--- src/rtl/div_8by4.sv ---
// Sequential 8-by-4 unsigned restoring divider, one quotient bit per cycle, start/ready/valid.
// Optional macro DIV_8BY4_ZERO_CHECK_EN: detect a zero divisor at accept and answer in one cycle.
module div_8by4 (
    input  logic       clk_i,
    input  logic       rst_i,
    input  logic       start_i,
    input  logic [7:0] dividend_i,
    input  logic [3:0] divisor_i,
    output logic       ready_o,
    output logic       valid_o,
    output logic [7:0] quot_o,
    output logic [3:0] rem_o,
    output logic       div_zero_o
);

    localparam logic [1:0] StIdle = 2'd0;
    localparam logic [1:0] StCalc = 2'd1;
    localparam logic [1:0] StDone = 2'd2;

    logic [1:0] state_q, state_d;
    logic [7:0] dvd_q, dvd_d;
    logic [3:0] dvs_q, dvs_d;
    logic [4:0] part_q, part_d;
    logic [7:0] quo_q, quo_d;
    logic [2:0] cnt_q, cnt_d;
    logic [7:0] quot_out_q, quot_out_d;
    logic [3:0] rem_out_q, rem_out_d;
`ifdef DIV_8BY4_ZERO_CHECK_EN
    logic       dz_q, dz_d;
`endif

    logic [4:0] part_shift;
    logic       trial_ge;
    logic [4:0] part_next;
    logic [7:0] quo_next;

    // One restoring step: bring in the next dividend bit, subtract if it fits.
    always_comb begin
        part_shift = {part_q[3:0], dvd_q[7]};
        trial_ge   = (part_shift >= {1'b0, dvs_q});
        part_next  = trial_ge ? (part_shift - {1'b0, dvs_q}) : part_shift;
        quo_next   = {quo_q[6:0], trial_ge};
    end

    always_comb begin
        state_d    = state_q;
        dvd_d      = dvd_q;
        dvs_d      = dvs_q;
        part_d     = part_q;
        quo_d      = quo_q;
        cnt_d      = cnt_q;
        quot_out_d = quot_out_q;
        rem_out_d  = rem_out_q;
`ifdef DIV_8BY4_ZERO_CHECK_EN
        dz_d       = dz_q;
`endif
        case (state_q)
            StIdle: begin
                if (start_i) begin
                    dvd_d   = dividend_i;
                    dvs_d   = divisor_i;
                    part_d  = 5'd0;
                    quo_d   = 8'd0;
                    cnt_d   = 3'd7;
                    state_d = StCalc;
`ifdef DIV_8BY4_ZERO_CHECK_EN
                    if (divisor_i == 4'd0) begin
                        state_d    = StDone;
                        quot_out_d = 8'hFF;
                        rem_out_d  = dividend_i[3:0];
                        dz_d       = 1'b1;
                    end
`endif
                end
            end
            StCalc: begin
                dvd_d  = {dvd_q[6:0], 1'b0};
                part_d = part_next;
                quo_d  = quo_next;
                if (cnt_q == 3'd0) begin
                    state_d    = StDone;
                    quot_out_d = quo_next;
                    rem_out_d  = part_next[3:0];
`ifdef DIV_8BY4_ZERO_CHECK_EN
                    dz_d       = 1'b0;
`endif
                end else begin
                    cnt_d = cnt_q - 3'd1;
                end
            end
            StDone:  state_d = StIdle;
            default: state_d = StIdle;
        endcase
    end

    always_ff @(posedge clk_i) begin
        if (rst_i) begin
            state_q    <= StIdle;
            dvd_q      <= 8'd0;
            dvs_q      <= 4'd0;
            part_q     <= 5'd0;
            quo_q      <= 8'd0;
            cnt_q      <= 3'd0;
            quot_out_q <= 8'd0;
            rem_out_q  <= 4'd0;
`ifdef DIV_8BY4_ZERO_CHECK_EN
            dz_q       <= 1'b0;
`endif
        end else begin
            state_q    <= state_d;
            dvd_q      <= dvd_d;
            dvs_q      <= dvs_d;
            part_q     <= part_d;
            quo_q      <= quo_d;
            cnt_q      <= cnt_d;
            quot_out_q <= quot_out_d;
            rem_out_q  <= rem_out_d;
`ifdef DIV_8BY4_ZERO_CHECK_EN
            dz_q       <= dz_d;
`endif
        end
    end

    assign ready_o = (state_q == StIdle);
    assign valid_o = (state_q == StDone);
    assign quot_o  = quot_out_q;
    assign rem_o   = rem_out_q;
`ifdef DIV_8BY4_ZERO_CHECK_EN
    assign div_zero_o = dz_q;
`else
    assign div_zero_o = 1'b0;
`endif

endmodule

--- config.mk ---
export PLATFORM = sky130hd
export DESIGN_NAME = div_8by4
export DESIGN_NICKNAME = d
export VERILOG_FILES = /design/src/rtl/div_8by4.sv
export SDC_FILE = /design/constraint.sdc
export NUM_CORES = 1
export LEC_CHECK = 0
export ABC_AREA = 1
export CAP_MARGIN = 20
export CORE_MARGIN = 4
export CORE_UTILIZATION = 35
export CTS_CLUSTER_DIAMETER = 40
export CTS_CLUSTER_SIZE = 14
export DETAILED_ROUTE_END_ITERATION = 7
export PLACE_DENSITY_LB_ADDON = 0.2
export SYNTH_ARGS = -nofsm -noshare
export SYNTH_HDL_FRONTEND = slang
export SYNTH_SLANG_ARGS = --single-unit
--- constraint.sdc ---
create_clock -name clk_i -period 1.7 [get_ports clk_i]
set_input_delay 0.34 -clock clk_i [delete_from_list [all_inputs] [get_ports clk_i]]
set_output_delay 0.34 -clock clk_i [all_outputs]
set_load 0.05 [all_outputs]
### Yosys cells after proc, flatten, opt, wreduce, memory -nomap -nowiden

Cells that the tools add are included.

| word-level totals | value |
|---|---|
| flip-flop bits (word level) | 40 |
| bits in latches | 0 |
| RAM bits | 0 |
| ROM bits | 0 |
| bits of input ports | 15 |
| output and inout port bits | 15 |
| memories | 0 |

| operators by class | value |
|---|---|
| add/sub/neg operators | 2 |
| multipliers | 0 |
| div/mod/pow operators | 0 |
| order comparisons | 1 |
| equal/unequal tests | 5 |
| shift-type cells | 0 |
| muxes and demuxes | 13 |
| bitwise logic cells | 0 |
| reductions and logical operators | 8 |

Operators with widths:

| kind | count |
|---|---|
| case mux 8 bit (2 select lines) | 1 |
| case mux 7 bit (2 select lines) | 1 |
| 2-to-1 mux 4 bit | 2 |
| 2-to-1 mux 8 bit | 1 |
| case mux 4 bit (2 select lines) | 1 |
| AND reduction 2 bit | 4 |
| 2-to-1 mux 7 bit | 1 |
| 2-to-1 mux 3 bit | 2 |
| inequality test 2 bit (second input constant) | 3 |
| case mux 3 bit (2 select lines) | 1 |
| greater-or-equal comparator 5 x 4 -> 1 bit | 1 |
| 2-to-1 mux 2 bit | 2 |
| case mux 2 bit (2 select lines) | 1 |
| subtractor 4 bit | 1 |
| logical NOT 3 bit | 1 |
| AND reduction 3 bit | 1 |
| subtractor 3 x 1 -> 3 bit (second input constant) | 1 |
| equality test 2 x 1 -> 1 bit (second input constant) | 1 |
| equality test 2 bit (second input constant) | 1 |
| logical NOT 2 bit | 1 |
| nonzero test 2 bit | 1 |

### Logic depth before layout (Yosys ltp)

| depth | value |
|---|---|
| depth in word-level cells | 3 |
| mapped depth | 12 |
| gate-level depth less buffers | 12 |

### Least setup slack after synthesis

OpenSTA, ideal clock, no wires.

| timing | value |
|---|---|
| path type | register -> register |
| from | reg dvs_q[2] |
| to | reg rem_out_q[1] (netlist: rem_o[1]) |
| setup time | 0.109 ns |
| arrival | 1.318 ns |
| setup slack | 0.273 ns |
| stages on the path, launching flop included | 11 |
| buffers on the path | 0 |
| period minus slack after synthesis | 1.427 ns |
| cell sequence | dfxtp_1 inv_1 ha_1 a21oi_2 nand2_1 nand2_2 nand2_2 nand2_1 nand3_1 nand2_1 inv_1 |

| between the ends | value |
|---|---|
| longest elaborated chain between the ends | 2 |

RTL lines:

| element | line | source |
|---|---|---|
| start, declared | 22 | `logic [3:0] dvs_q, dvs_d;` |
| start signal, assigned | 112 | `dvs_q <= dvs_d;` |
| greater-or-equal comparator 5 x 4 -> 1 bit | 40 | `trial_ge = (part_shift >= {1'b0, dvs_q});` |
| 2-to-1 mux 4 bit | 41 | `part_next = trial_ge ? (part_shift - {1'b0, dvs_q}) : part_shift;` |
| end signal, assigned | 117 | `rem_out_q <= rem_out_d;` |
| end, declared | 27 | `logic [3:0] rem_out_q, rem_out_d;` |

No other way between the ends.
A chain may end at the register's enable or synchronous reset.

### Worst setup path after layout

Same ends and word-level chain as after synthesis.

==> flow_summary_export.csv <==
group,metric,value,unit
sta,layout_min_cycle_time,1.52,ns
hold_path,min_path_type,"flip-flop to flip-flop",
clocking,post_cts_resized,0,
pwr,leakagePower,0.00105,µW
yosys,synth-seq-area-share,44.4,%
sta,hold_violations,0,
global_route,grt_overflow,0,
clocking,cts_buffer_depth,2,
yosys,synth_ff_type,"dfxtp_1",
yosys,synth_fa_ha_area_share,5.28,%
clocking,numClockSinks,40,
yosys,ys_seq_elements,40,
yosys,synthesis.nets,254,
route,drt-pass1-iter-count,4,
placement,port_buffers,28,
global_route,antenna_found_initial,0,
yosys,synthesis.area,0.00180,mm²
sta,max_freq,657,MHz
clocking,cts_tree,"done",
finish,nets,290,
yosys,async_flop_share,0,%
finish,area_growth,25.1,%
yosys,synth_cells,232,
clocking,cts_htree_levels,2,
finish,final_cell_count_no_fill,335,
placement,place_congestion,0.811,
yosys,synthSimpleGateAreaFrac,23.0,%
setup_path,worstPathRequired,1.90,ns
floorplanning,fp.dieW,79.8,µm
clocking,cts_setup_buffers,0,
yosys,synth_compound_area_share,15.6,%
route,drt_iter0_drc,70,
sta,finalClockSkew,0.00371,ns
yosys,synth_mux_area_share,0,%
pwr,p_per_area,1050,mW/mm²
finish,layout_commonest_cell,"nand2_1",
finish,n_antenna_cell,0,
yosys,synth.distinct_cells,30,
route,drt-wirelength-per-cell,11.2,µm
global_route,grt_pass1_wl,6410,µm
clocking,worstSkewPairLatency,0.29,ns
floorplanning,core_region_area,0.00485,mm²
floorplanning,rows,25,
setup_path,startpoint_type,"flip-flop",
sta,post-route-period-util,89.5,%
placement,hpwl,2780,µm
finish,layout.cells.most_common_list,"58 x nand2_1, 40 x dfxtp_1, 32 x inv_1",
global_route,grt_use_total,13.1,%
route,route.detailed.drc,0,
floorplanning,io_pins,30,
setup_path,cp_max_fo,7,
sta,slew_violations,0,
pwr,peakVddDrop,0.385,mV
route,viasPerCell,4.59,
route,via_count,1536,
yosys,synth_warnings,0,
clocking,path_clk_slew,0.07,ns
sta,rsz0062_at_grt,"no",
global_route,grt_start_max_net_pins,16,
placement,dp_cells,328,
route,totalWireLength,3760,µm
sta,finalSetupViolCount,0,
placement,dpl_worst_slack,0.0983,ns
floorplanning,start_util,37.2,%
floorplanning,die_h,79.8,µm
sta,finalSetupTns,0,ns
yosys,synth_xor_area_share,0.486,%
yosys,synth_edf_count,0,
sta,layout_setup_ws,0.178,ns
global_route,grt_pass1_vias,1444,
yosys,synth_top_family_by_area,"simple AND/OR/NAND/NOR gates",
outcome,status,"complete, no violations",
setup_path,endpoint_kind,"flip-flop",
floorplanning,dieArea,0.00636,mm²
setup_path,critical_path_class,"flip-flop to flip-flop",
route,ant_nets,0,
clocking,root_buffer,"clkbuf_8",
yosys,syn_area_per_cell,7.77,µm²
clocking,cts_inserted_buffers,5,
clocking,cts_hold_buf,0,
flow_run,cap_violations,0,
setup_path,arrival,1.72,ns
finish,drive_gt1_share,16.8,%
-- sequential cells by signal (all words and copies together) (netlist names) --
signal   cells
rem_o        4
state_q      2
cnt_q        3
quot_o       8
dvd_q        8
dvs_q        4
part_q       4
quo_q        7
-- routing by layer --
layer	up-vias	wire, µm	global-route usage (%)
met2	24	1690	19.9
met3	8	171	3.95
met4	0	72	5.57
met1	687	1830	17.1
li1	817	-	-
met5	-	0	0
-- cell families after synthesis --
group                    Yosys count
flip-flops                        40
buffers and inverters             43
AO/OA/AOI/OAI                     48
adder cells (fa/ha/maj)            7
AND/OR/NAND/NOR                   92
other                              1
XOR/XNOR                           1
-- layout make-up --
cell class | instances | area (µm²)
clock buffer | 7 | 96.3
fill | 515 | 2590
inverter | 37 | 146
multi-input combinational | 149 | 803
sequential | 40 | 801
tap | 67 | 83.8
timing repair buffer | 35 | 323
-- cell usage after synthesis, types with 3 or more instances --
library cell / number / area share, %
nand2_1: 58 / 12
dfxtp_1: 40 / 44
inv_1: 32 / 6.7
o21ai_0: 23 / 6.4
nand3_1: 16 / 4.4
nor2_1: 9 / 1.9
a21oi_1: 6 / 1.7
a31oi_1: 6 / 2.1
ha_1: 6 / 4.2
nand2_2: 4 / 1.4
o22ai_1: 4 / 1.4
a21oi_2: 3 / 1.5
buf_4: 3 / 1.2
inv_4: 3 / 1.0
-- metrics by stage --
step                instance area, µm²  utilization (%)  total power (µW)  hold slack [ns]
detailed placement                2160             44.5              1700            0.448
CTS                               2250             46.5              2390            0.461
global placement                  2160             44.5              1700            0.442
floorplan                         1800                -              1520            0.409
finish                            2250             46.5              2360            0.459
global route                      2250             46.5              2520            0.488
-- worst max-delay path: stages (launching register included) --
cell	delay, ns
dfxtp_1	0.31
inv_1	0.05
ha_1	0.35
a21oi_2	0.19
nand2_1	0.08
nand2_2	0.07
nand2_2	0.11
nand2_1	0.11
nand3_1	0.08
nand2_1	0.07
inv_1	0.03
-- report_power, final --
group | internal, µW | total (µW) | switching [µW]
Sequential | 1010 | 1050 | 39.0
Combinational | 231 | 627 | 396
Clock | 361 | 680 | 319
Total | 1600 | 2360 | 754
-- path summary, 6_finish.rpt --
path                               start                endpoint  slack, ns  cells after the start
hold reg to reg   part_q[3]$_SDFFE_PP0P_  part_q[3]$_SDFFE_PP0P_       0.46                      2
setup reg to reg   dvs_q[2]$_SDFFE_PP0P_   rem_o[1]$_SDFFE_PP0P_       0.18                     10
hold / removal    part_q[3]$_SDFFE_PP0P_  part_q[3]$_SDFFE_PP0P_       0.46                      2
setup / recovery   dvs_q[2]$_SDFFE_PP0P_   rem_o[1]$_SDFFE_PP0P_       0.18                     10
Power figures use the tool's default switching activity.
